==> src/rtl/fp_pkg.sv <==
// Shared floating-point constants, accumulator FSM states and a
// leading-zero counter used by the adder's normalisation step.
package fp_pkg;

  localparam int FP_WIDTH = 32;
  localparam int EXP_W    = 8;
  localparam int MAN_W    = 23;

  localparam logic OP_ADD = 1'b0;
  localparam logic OP_SUB = 1'b1;

  localparam logic [FP_WIDTH-1:0] POS_ZERO = 32'h0000_0000;

  typedef enum logic {
    ACCUM = 1'b0,
    HOLD  = 1'b1
  } acc_state_t;

  // Number of leading zeros in a 27-bit value; 27 when the value is zero.
  function automatic logic [4:0] lzc27(input logic [26:0] v);
    logic [4:0] n;
    logic       found;
    n     = 5'd27;
    found = 1'b0;
    for (int i = 26; i >= 0; i--) begin
      if (!found && v[i]) begin
        n     = 5'(26 - i);
        found = 1'b1;
      end
    end
    return n;
  endfunction

endpackage

==> src/rtl/floating_unit.sv <==
// Combinational IEEE-754 binary32 adder/subtractor, round-to-nearest-even.
// Handles denormals, infinities and NaNs; exact cancellation gives +0.
module floating_unit
  import fp_pkg::*;
(
  input  logic [FP_WIDTH-1:0] a,
  input  logic [FP_WIDTH-1:0] b,
  input  logic                op,
  output logic [FP_WIDTH-1:0] result
);

  localparam logic [FP_WIDTH-1:0] QNAN = 32'h7FC0_0000;
  localparam logic [FP_WIDTH-1:0] QBIT = 32'h0040_0000;

  logic             sa, sb, sx, sy, sub, rs, swap;
  logic             a_nan, b_nan, a_inf, b_inf;
  logic [EXP_W-1:0] ex_f, ey_f;
  logic [MAN_W-1:0] fx, fy;
  logic [9:0]       ex, ey, d, e, sh;
  logic [23:0]      mx, my;
  logic [26:0]      ylong, yal;
  logic [27:0]      x;
  logic [4:0]       lz;
  logic             rnd;
  logic [24:0]      m;
  logic [9:0]       ef;

  // Align, add/subtract, normalise, round, then override with special cases.
  always_comb begin
    sa    = a[31];
    sb    = b[31] ^ op;
    a_nan = (&a[30:23]) && (|a[22:0]);
    b_nan = (&b[30:23]) && (|b[22:0]);
    a_inf = (&a[30:23]) && !(|a[22:0]);
    b_inf = (&b[30:23]) && !(|b[22:0]);

    // Larger magnitude becomes x so the subtraction never goes negative.
    swap = b[30:0] > a[30:0];
    if (swap) begin
      sx = sb; ex_f = b[30:23]; fx = b[22:0];
      sy = sa; ey_f = a[30:23]; fy = a[22:0];
    end else begin
      sx = sa; ex_f = a[30:23]; fx = a[22:0];
      sy = sb; ey_f = b[30:23]; fy = b[22:0];
    end
    ex  = (ex_f == '0) ? 10'd1 : {2'b00, ex_f};
    ey  = (ey_f == '0) ? 10'd1 : {2'b00, ey_f};
    mx  = {|ex_f, fx};
    my  = {|ey_f, fy};
    d   = ex - ey;
    sub = sx ^ sy;

    // Guard, round and sticky bits sit below the mantissa.
    ylong = {my, 3'b000};
    if (d >= 10'd27) begin
      yal = {26'b0, |my};
    end else begin
      yal = (ylong >> d) | {26'b0, |(ylong & ~({27{1'b1}} << d))};
    end

    if (sub) x = {1'b0, mx, 3'b000} - {1'b0, yal};
    else     x = {1'b0, mx, 3'b000} + {1'b0, yal};

    e  = ex;
    lz = 5'd0;
    sh = 10'd0;
    if (x[27]) begin
      x = {1'b0, x[27:2], x[1] | x[0]};
      e = e + 10'd1;
    end else begin
      // Left shift stops at exponent 1 so small results become denormal.
      lz = lzc27(x[26:0]);
      sh = ({5'b0, lz} < (e - 10'd1)) ? {5'b0, lz} : (e - 10'd1);
      x  = x << sh;
      e  = e - sh;
    end

    rnd = x[2] & (x[1] | x[0] | x[3]);
    m   = {1'b0, x[26:3]} + {24'b0, rnd};
    if (m[24]) begin
      m = m >> 1;
      e = e + 10'd1;
    end
    ef = m[23] ? e : 10'd0;
    rs = (sub && (m == '0)) ? 1'b0 : sx;

    if (e >= 10'd255) result = {sx, 8'hFF, 23'b0};
    else              result = {rs, ef[7:0], m[22:0]};

    if (a_nan)                            result = a | QBIT;
    else if (b_nan)                       result = b | QBIT;
    else if (a_inf && b_inf && (sa != sb)) result = QNAN;
    else if (a_inf)                       result = {sa, 8'hFF, 23'b0};
    else if (b_inf)                       result = {sb, 8'hFF, 23'b0};
  end

endmodule

==> src/rtl/fp_stream_accumulator.sv <==
// Packet-wise floating-point accumulator. Operands arrive on a valid/ready
// stream; the registered running sum and beat count are presented on a
// valid/ready output once the last beat of a packet has been added.
//
// Handshake: a transfer happens on a rising edge where valid && ready are
// both high; valid never depends combinationally on ready, and ready here
// depends only on the FSM state.
module fp_stream_accumulator
  import fp_pkg::*;
#(
  parameter int WIDTH = 32,
  parameter int CNT_W = 8
) (
  input  logic             clk,
  input  logic             rst,
  input  logic             in_valid,
  output logic             in_ready,
  input  logic [WIDTH-1:0] in_data,
  input  logic             in_last,
  output logic             out_valid,
  input  logic             out_ready,
  output logic [WIDTH-1:0] out_sum,
  output logic [CNT_W-1:0] out_count,
  output logic             out_sat
);

  acc_state_t       state, state_nx;
  logic [WIDTH-1:0] acc, add_res;
  logic [CNT_W-1:0] count;
  logic             sat, first, accept;

  floating_unit u_add (
    .a      (acc),
    .b      (in_data),
    .op     (OP_ADD),
    .result (add_res)
  );

  assign in_ready  = (state == ACCUM);
  assign out_valid = (state == HOLD);
  assign accept    = in_valid && in_ready;

  assign out_sum   = acc;
  assign out_count = count;
  assign out_sat   = sat;

  // Next-state: leave ACCUM on the last beat, leave HOLD on output handoff.
  always_comb begin
    state_nx = state;
    case (state)
      ACCUM:   if (accept && in_last) state_nx = HOLD;
      HOLD:    if (out_ready)         state_nx = ACCUM;
      default: state_nx = ACCUM;
    endcase
  end

  // State, running sum and saturating beat counter.
  always_ff @(posedge clk) begin
    if (rst) begin
      state <= ACCUM;
      acc   <= POS_ZERO;
      count <= '0;
      sat   <= 1'b0;
      first <= 1'b1;
    end else begin
      state <= state_nx;
      if (out_valid && out_ready) begin
        acc   <= POS_ZERO;
        count <= '0;
        sat   <= 1'b0;
        first <= 1'b1;
      end else if (accept) begin
        // First beat is loaded verbatim so -0 and NaN payloads survive.
        acc   <= first ? in_data : add_res;
        first <= 1'b0;
        if (&count) sat   <= 1'b1;
        else        count <= count + CNT_W'(1);
      end
    end
  end

endmodule

==> config.mk <==
export PLATFORM = sky130hd
export DESIGN_NAME = fp_stream_accumulator
export DESIGN_NICKNAME = d
export VERILOG_FILES = /design/src/rtl/fp_pkg.sv /design/src/rtl/floating_unit.sv /design/src/rtl/fp_stream_accumulator.sv
export SDC_FILE = /design/constraint.sdc
export NUM_CORES = 1
export LEC_CHECK = 0
export ABC_CLOCK_PERIOD_IN_PS = 25600
export CORE_ASPECT_RATIO = 1.4
export CORE_MARGIN = 2
export CORE_UTILIZATION = 35
export CTS_BUF_LIST = sky130_fd_sc_hd__clkbuf_4
export CTS_CLUSTER_DIAMETER = 30
export DETAILED_ROUTE_END_ITERATION = 10
export REMOVE_ABC_BUFFERS = 1
export SYNTH_ARGS = -nofsm -noshare
export SYNTH_HDL_FRONTEND = slang
export SYNTH_SLANG_ARGS = --single-unit
==> constraint.sdc <==
create_clock -name clk -period 25.6 [get_ports clk]
set_clock_uncertainty 0.2 [all_clocks]
set_input_delay 3.84 -clock clk [delete_from_list [all_inputs] [get_ports clk]]
set_output_delay 3.84 -clock clk [all_outputs]
set_load 0.02 [all_outputs]
==> results.md, run 1 <==
* Setup Buffers After CTS at 0
* Post-DRT Antenna Nets at 0
* Slew @ Worst Pin at 1.206 ns
* Max_slew headroom at 19.42%
* Io pins at 80
* Area Overhead vs Synth at 9.351%
* Commonest non-fill, non-tap cell in the layout: nor2_1
* HP Class: reg2reg
* Yosys cell types at 119
* Pins Over Slew Limit at 0
* Worst-path maximum fanout at 32
* Yosys Warn Count at 0
* First-pass GRT wire length at 118700 microns
* Cells after Synth at 2305
* Largest net degree at the start of global routing at 77
* Max Freq at 42.10 MHz
* Synth Area per Inst at 6.571 sq um
* Die width at 179.8 microns
* Total gr overflow at 0
* Crit-path leading delay family: compound AO/OA/AOI/OAI gates
* Final period util at 92.79%
* Data arrival time of the critical path at 23.86 ns
* Final net count at 2447
* Vias per cell at 6.842
* CP max stage cell: a22o_1
* DRT Wirelength at 80270 microns
* DP HPWL at 63340 microns
* Final setup vio count at 0
* Num CTS Buffers at 5
* Register bit total from synthesis at 43
* Status: finished, final reports clean
* Die height at 250.1 microns
* Port Buf Inserts at 79
* Worst-case clock buffer depth at 2
* TritonCTS clock tree: yes
* Setup TNS Final at 0 ns
* Rows at 90
* WS Path Type: in2reg
* Drt wl/cell at 28.07 microns
* Asr flop ratio synth at 0%
* Initial antenna violation count at 2
* Proportion of layout cells with a drive suffix above 1 at 7.852%
* DIE AREA at 44980 sq um
* Hold Vio Cnt, Final at 0
* Sequential fraction of the synthesis area at 5.684%
* Worst-path clk slew at 0.14 ns
* Most frequent cells in the layout: nor2_1, a21oi_1, nand2_1
* Gr usage total at 33.80%
* Maximum vdd drop at 0.07269 mV
* DR iter-0 viols at 2602
* Drt pass-1 iters at 9
* Number of synthesized flops with an enable pin at 0
* Crit path buffers/inverters at 3
* Power Density at 118.6 nW/um^2
* Root buf cell: clkbuf_4
* Most used cell, CP: o21ai_0
* Synth Flop Type: dfxtp_1
* Final core utilization at 38.60%
* Initial Utilization at 35.30%
* Worst Setup End Kind: flip-flop
* CTS Sinks at 43
* Drc violations at 0
* H-tree levels at 2
* Worst-Skew Late Latency at 0.39 ns
* Register-to-Register Setup Slack at 5.15 ns
* Worst endpoint required time at 25.71 ns
* Hold Buf Count CTS at 0
* Vias at 19560
* Vias in the first global route at 18410
* CORE AREA at 42900 sq um
* RD Place Congestion at 1.021
* Max-cap violations at 0
* Post_cts resized at 0
* Final Critical Period at 23.75 ns
* Netlist Area Pre-Place at 15150 sq um
* Pleak at 6.120 nW
* RSZ-0062 raised after global routing: false
* Critical path launch point type: input pin
* CP max stage delay at 0.82 ns
==> cell families (layout without fill, tap and decap cells) <==
family,count (synthesis),count (layout),share of synthesized area (%)
other cells,1,3,0.02476
compound gates,874,874,38.81
xor+xnor,67,67,3.874
buf+inv,261,261,7.195
simple gates,878,878,29.69
fa+ha+maj,106,106,8.905
mux,75,75,5.816
flops,43,43,5.684
==> synth_stat cells, types with 9 or more instances <==
cell / number / share of area (%)
a22oi_1: 11 / 0.55
clkbuf_1: 87 / 2.2
nor3_1: 68 / 2.2
o31a_1: 11 / 0.64
xnor2_1: 46 / 2.7
buf_1: 14 / 0.35
a211o_1: 15 / 0.87
o31ai_1: 15 / 0.74
and3_1: 14 / 0.58
a21o_1: 31 / 1.5
nand2b_1: 20 / 0.83
ha_1: 103 / 8.5
nand2_1: 217 / 5.4
nor2b_1: 17 / 0.70
nand3_1: 92 / 3.0
a211oi_1: 41 / 2.0
or4_1: 14 / 0.69
nor2_1: 223 / 5.5
a221oi_1: 23 / 1.3
nand4_1: 42 / 1.7
o221ai_1: 23 / 1.3
o21ai_1: 23 / 0.76
o211ai_1: 58 / 2.9
nor4_1: 42 / 1.7
o21ai_0: 188 / 6.2
mux2_2: 9 / 0.67
a31oi_1: 30 / 1.2
inv_1: 111 / 2.8
and2_1: 16 / 0.66
buf_2: 28 / 0.93
mux2i_1: 55 / 3.6
a311oi_1: 13 / 0.75
a32oi_1: 14 / 0.81
dfxtp_1: 43 / 5.7
o21a_1: 16 / 0.79
a2111oi_0: 9 / 0.52
or2_2: 15 / 0.62
a21oi_1: 217 / 7.2
xor2_1: 21 / 1.2
buf_4: 10 / 0.50
or3_1: 30 / 1.2
o2111ai_1: 13 / 0.75
o21bai_1: 16 / 0.79
mux4_2: 9 / 1.3
==> area by class of cell <==
class	count	area, sq um
diodes	2	5.005
clock buffers	5	37.54
clock inverters	3	43.79
fillers	4640	26340
inverters	117	439.2
multi-input cells	2001	13270
flip-flops and latches	43	860.8
well taps	552	690.7
repair buffers	136	1219
==> power breakdown <==
group	switching, mW	internal, mW	leakage (nW)	total, mW
Combinational	1.27	0.564	5.72	1.83
Sequential	0.0143	0.0735	0.354	0.0879
Clock	0.0257	0.0206	0.0452	0.0463
==> per-stage QoR <==
step | std cells | hold slack, ns | power [mW] | instance area (sq um) | worst slack, ns
after floorplan | 2161 | 0.3818 | 1.223 | 14500 | 4.792
after global placement | 2849 | 0.2603 | 1.860 | 16480 | 2.075
after detailed placement | 2849 | 0.2641 | 1.842 | 16480 | 2.017
after CTS | 2857 | 0.2957 | 1.895 | 16560 | 2.307
after global routing | 2858 | 0.3224 | 2.064 | 16560 | 0.8502
final | 2859 | 0.2940 | 1.964 | 16560 | 1.846
==> registers in the layout (all words and copies together), names as in the netlist <==
name / flops
out_count: 8
first: 1
out_sat: 1
out_sum: 32
out_valid: 1
==> worst paths after layout <==
| path | startpoint | to | cells past startpoint |
|---|---|---|---|
| hold reg to reg | out_sat | out_sat | 2 |
| setup / recovery | in_data[24] | out_sum[12] | 61 |
| hold / removal | out_sat | out_sat | 2 |
| setup reg to reg | out_sum[4] | out_sum[12] | 61 |
==> per-layer routing <==
| layer | part of all wire, % | vias to the layer above | GRT usage [%] |
|---|---|---|---|
| met3 | 7.6 | 350 | 4.071 |
| li1 | - | 8767 | - |
| met5 | 0 | - | 0 |
| met2 | 46 | 1227 | 57.14 |
| met1 | 37 | 9216 | 39.71 |
| met4 | 8.7 | 0 | 23.55 |
==> worst register-to-register path: cells and delay by family, from the launching register on <==
kind,cells,cell delay (ns)
simple gates,21,6.52
mux,3,0.93
xor+xnor,2,0.45
buf+inv,4,0.97
flops,1,0.64
fa+ha+maj,6,2.46
compound gates,25,8.18
(Power assumes the default switching activity.)
==> run 2: changes to the inputs <==
--- a/config.mk
+++ b/config.mk
@@ -7,7 +7,7 @@
 export LEC_CHECK = 0
 export ABC_CLOCK_PERIOD_IN_PS = 25600
 export CORE_ASPECT_RATIO = 1.4
-export CORE_MARGIN = 2
+export CORE_MARGIN = 10
 export CORE_UTILIZATION = 35
 export CTS_BUF_LIST = sky130_fd_sc_hd__clkbuf_4
 export CTS_CLUSTER_DIAMETER = 30
==> run 2 against run 1 <==
  * Flip-flop and latch count unchanged
  * Via count grew 0.47%
  * Die area is 16% higher
  * Combinational power is essentially flat
  * Sequential share of layout area about the same
  * Worst hold slack gained 0.0045 ns
  * Critical path type unchanged
  * Largest cell class unchanged
  * Largest power group unchanged
==> results.md, run 2 (synthesis results as in run 1) <==
* Status: finished, final reports clean
* Dpl cells at 2849 (unchanged)
* Setup TNS Final at 0 ns (unchanged)
* Largest net degree at the start of global routing at 48 (-38%)
* Final Critical Period at 23.46 ns (-0.2913 ns)
* Post-DRT Antenna Nets at 0 (unchanged)
* Worst-case clock buffer depth at 2 (unchanged)
* Max-cap violations at 0 (unchanged)
* CORE AREA at 42900 sq um (unchanged)
* Maximum vdd drop at 0.06710 mV (-7.7%)
* Worst endpoint required time at 25.71 ns (about the same)
* Proportion of layout cells with a drive suffix above 1 at 7.726% (-0.13 points)
* Gr usage total at 30.19% (-3.6 points)
* Register-to-Register Setup Slack at 5.47 ns (+0.32 ns)
* Final worst slack at 2.137 ns (+0.2913 ns)
* DR iter-0 viols at 2720 (+4.5%)
* Power Density at 118.8 nW/um^2 (+0.19%)
* Total gr overflow at 0 (unchanged)
* Initial antenna violation count at 1 (-1)
* Final period util at 91.65% (-1.1 points)
* DIE AREA at 52110 sq um (+16%)
* DP HPWL at 65610 microns (+3.6%)
* Final core utilization at 38.52% (-0.088 points)
* Final instance area at 16520 sq um (-0.23%)
* Commonest non-fill, non-tap cell in the layout: nor2_1
* Crit path buffers/inverters at 8 (+5)
* Root buf cell: clkbuf_4
* Worst-path clk slew at 0.14 ns (about the same)
* RD Place Congestion at 1.031 (+0.92%)
* DRT Wirelength at 83440 microns (+4.0%)
* Final setup vio count at 0 (unchanged)
* Critical path launch point type: input pin
* CP max stage cell: a22o_1
* Area Overhead vs Synth at 9.104%
* Die width at 195.8 microns (+8.9%)
* TritonCTS clock tree: yes
* WS Path Type: in2reg
* RSZ-0062 raised after global routing: false
* Hold Buf Count CTS at 0 (unchanged)
* Initial Utilization at 35.30% (unchanged)
* Slew @ Worst Pin at 1.174 ns (-0.03231 ns)
* Drt pass-1 iters at 6 (-3)
* Max_slew headroom at 21.74% (+2.3 points)
* Rows at 90 (unchanged)
* H-tree levels at 2 (unchanged)
* Most used cell, CP: a21oi_1
* Most frequent cells in the layout: nor2_1, a21oi_1, nand2_1
* Hold_ws at 0.2986 ns (+0.004526 ns)
* Crit-path leading delay family: compound AO/OA/AOI/OAI gates
* First-pass GRT wire length at 122700 microns (+3.4%)
* Max Freq at 42.62 MHz (+1.2%)
* Worst Setup End Kind: flip-flop
* CP max stage delay at 0.90 ns (+0.08 ns)
* Die height at 266.1 microns (+6.4%)
* Dpl cell area at 16480 sq um (unchanged)
* Pre-CTS setup slack at 2.464 ns (+0.4479 ns)
* Worst-path maximum fanout at 32 (unchanged)
* Largest register FFs at 32 (unchanged)
* CTS Sinks at 43 (unchanged)
* Post_cts resized at 0 (unchanged)
* Final total power at 1.963 mW (about the same)
* Setup Buffers After CTS at 0 (unchanged)
* Vias in the first global route at 18680 (+1.5%)
* Pleak at 6.103 nW (-0.27%)
* Port Buf Inserts at 79 (unchanged)
* Final net count at 2447 (unchanged)
* Vias at 19650 (+0.47%)
* Drc violations at 0 (unchanged)
* Vias per cell at 6.879 (+0.54%)
* HP Class: reg2reg
* Io pins at 80 (unchanged)
* Hold Vio Cnt, Final at 0 (unchanged)
* Worst-Skew Late Latency at 0.38 ns (about the same)
* Drt wl/cell at 29.21 microns (+4.0%)
* Num CTS Buffers at 5 (unchanged)
* Data arrival time of the critical path at 23.57 ns (-0.29 ns)
* Pins Over Slew Limit at 0 (unchanged)
* Final non-filler cell total at 2857 (-0.070%)
run 2: cell count changes in the layout (fill, tap and decap cells not counted), sizes merged:
cell    before  now
diode        2    1
bufinv       1    0
run 2: worst reg2reg max path: cells and delay by family, from the launching register on:
| family | cells | cell delay (ns) |
|---|---|---|
| xor+xnor | 1 | 0.14 |
| compound gates | 27 | 8.44 |
| simple gates | 20 | 6.00 |
| fa+ha+maj | 8 | 2.75 |
| buf+inv | 8 | 1.28 |
| flops | 1 | 0.69 |
| mux | 3 | 0.57 |
run 2: path summary, 6_finish.rpt:
kind,from,to,cells after the start
hold / removal,out_sat,out_sat,2
hold reg to reg,out_sat,out_sat,2
setup reg to reg,out_sum[6],out_sum[8],67
setup / recovery,in_data[9],out_sum[8],67
run 2: power breakdown:
part | switching, mW | total, mW | internal, mW
Sequential | 0.0155 | 0.0890 | 0.0735
Combinational | 1.27 | 1.84 | 0.567
Clock | 0.0240 | 0.0338 | 0.00978
run 2: cell type report:
cell class / count / area, sq um
clock buffer: 5 / 37.54
clock inverter: 2 / 8.758
tap: 552 / 690.7
multi-input combinational: 2001 / 13270
fill: 4633 / 26380
inverter: 117 / 439.2
sequential: 43 / 860.8
antenna: 1 / 2.502
timing repair buffer: 136 / 1219
run 2: layer usage:
metal / up-vias / GRT usage (%) / share of wire (%)
met5: - / 0 / 0
met4: 0 / 16.75 / 6.5
met3: 286 / 3.688 / 8.1
met2: 1281 / 51.58 / 47
met1: 9319 / 35.78 / 38
li1: 8766 / - / -
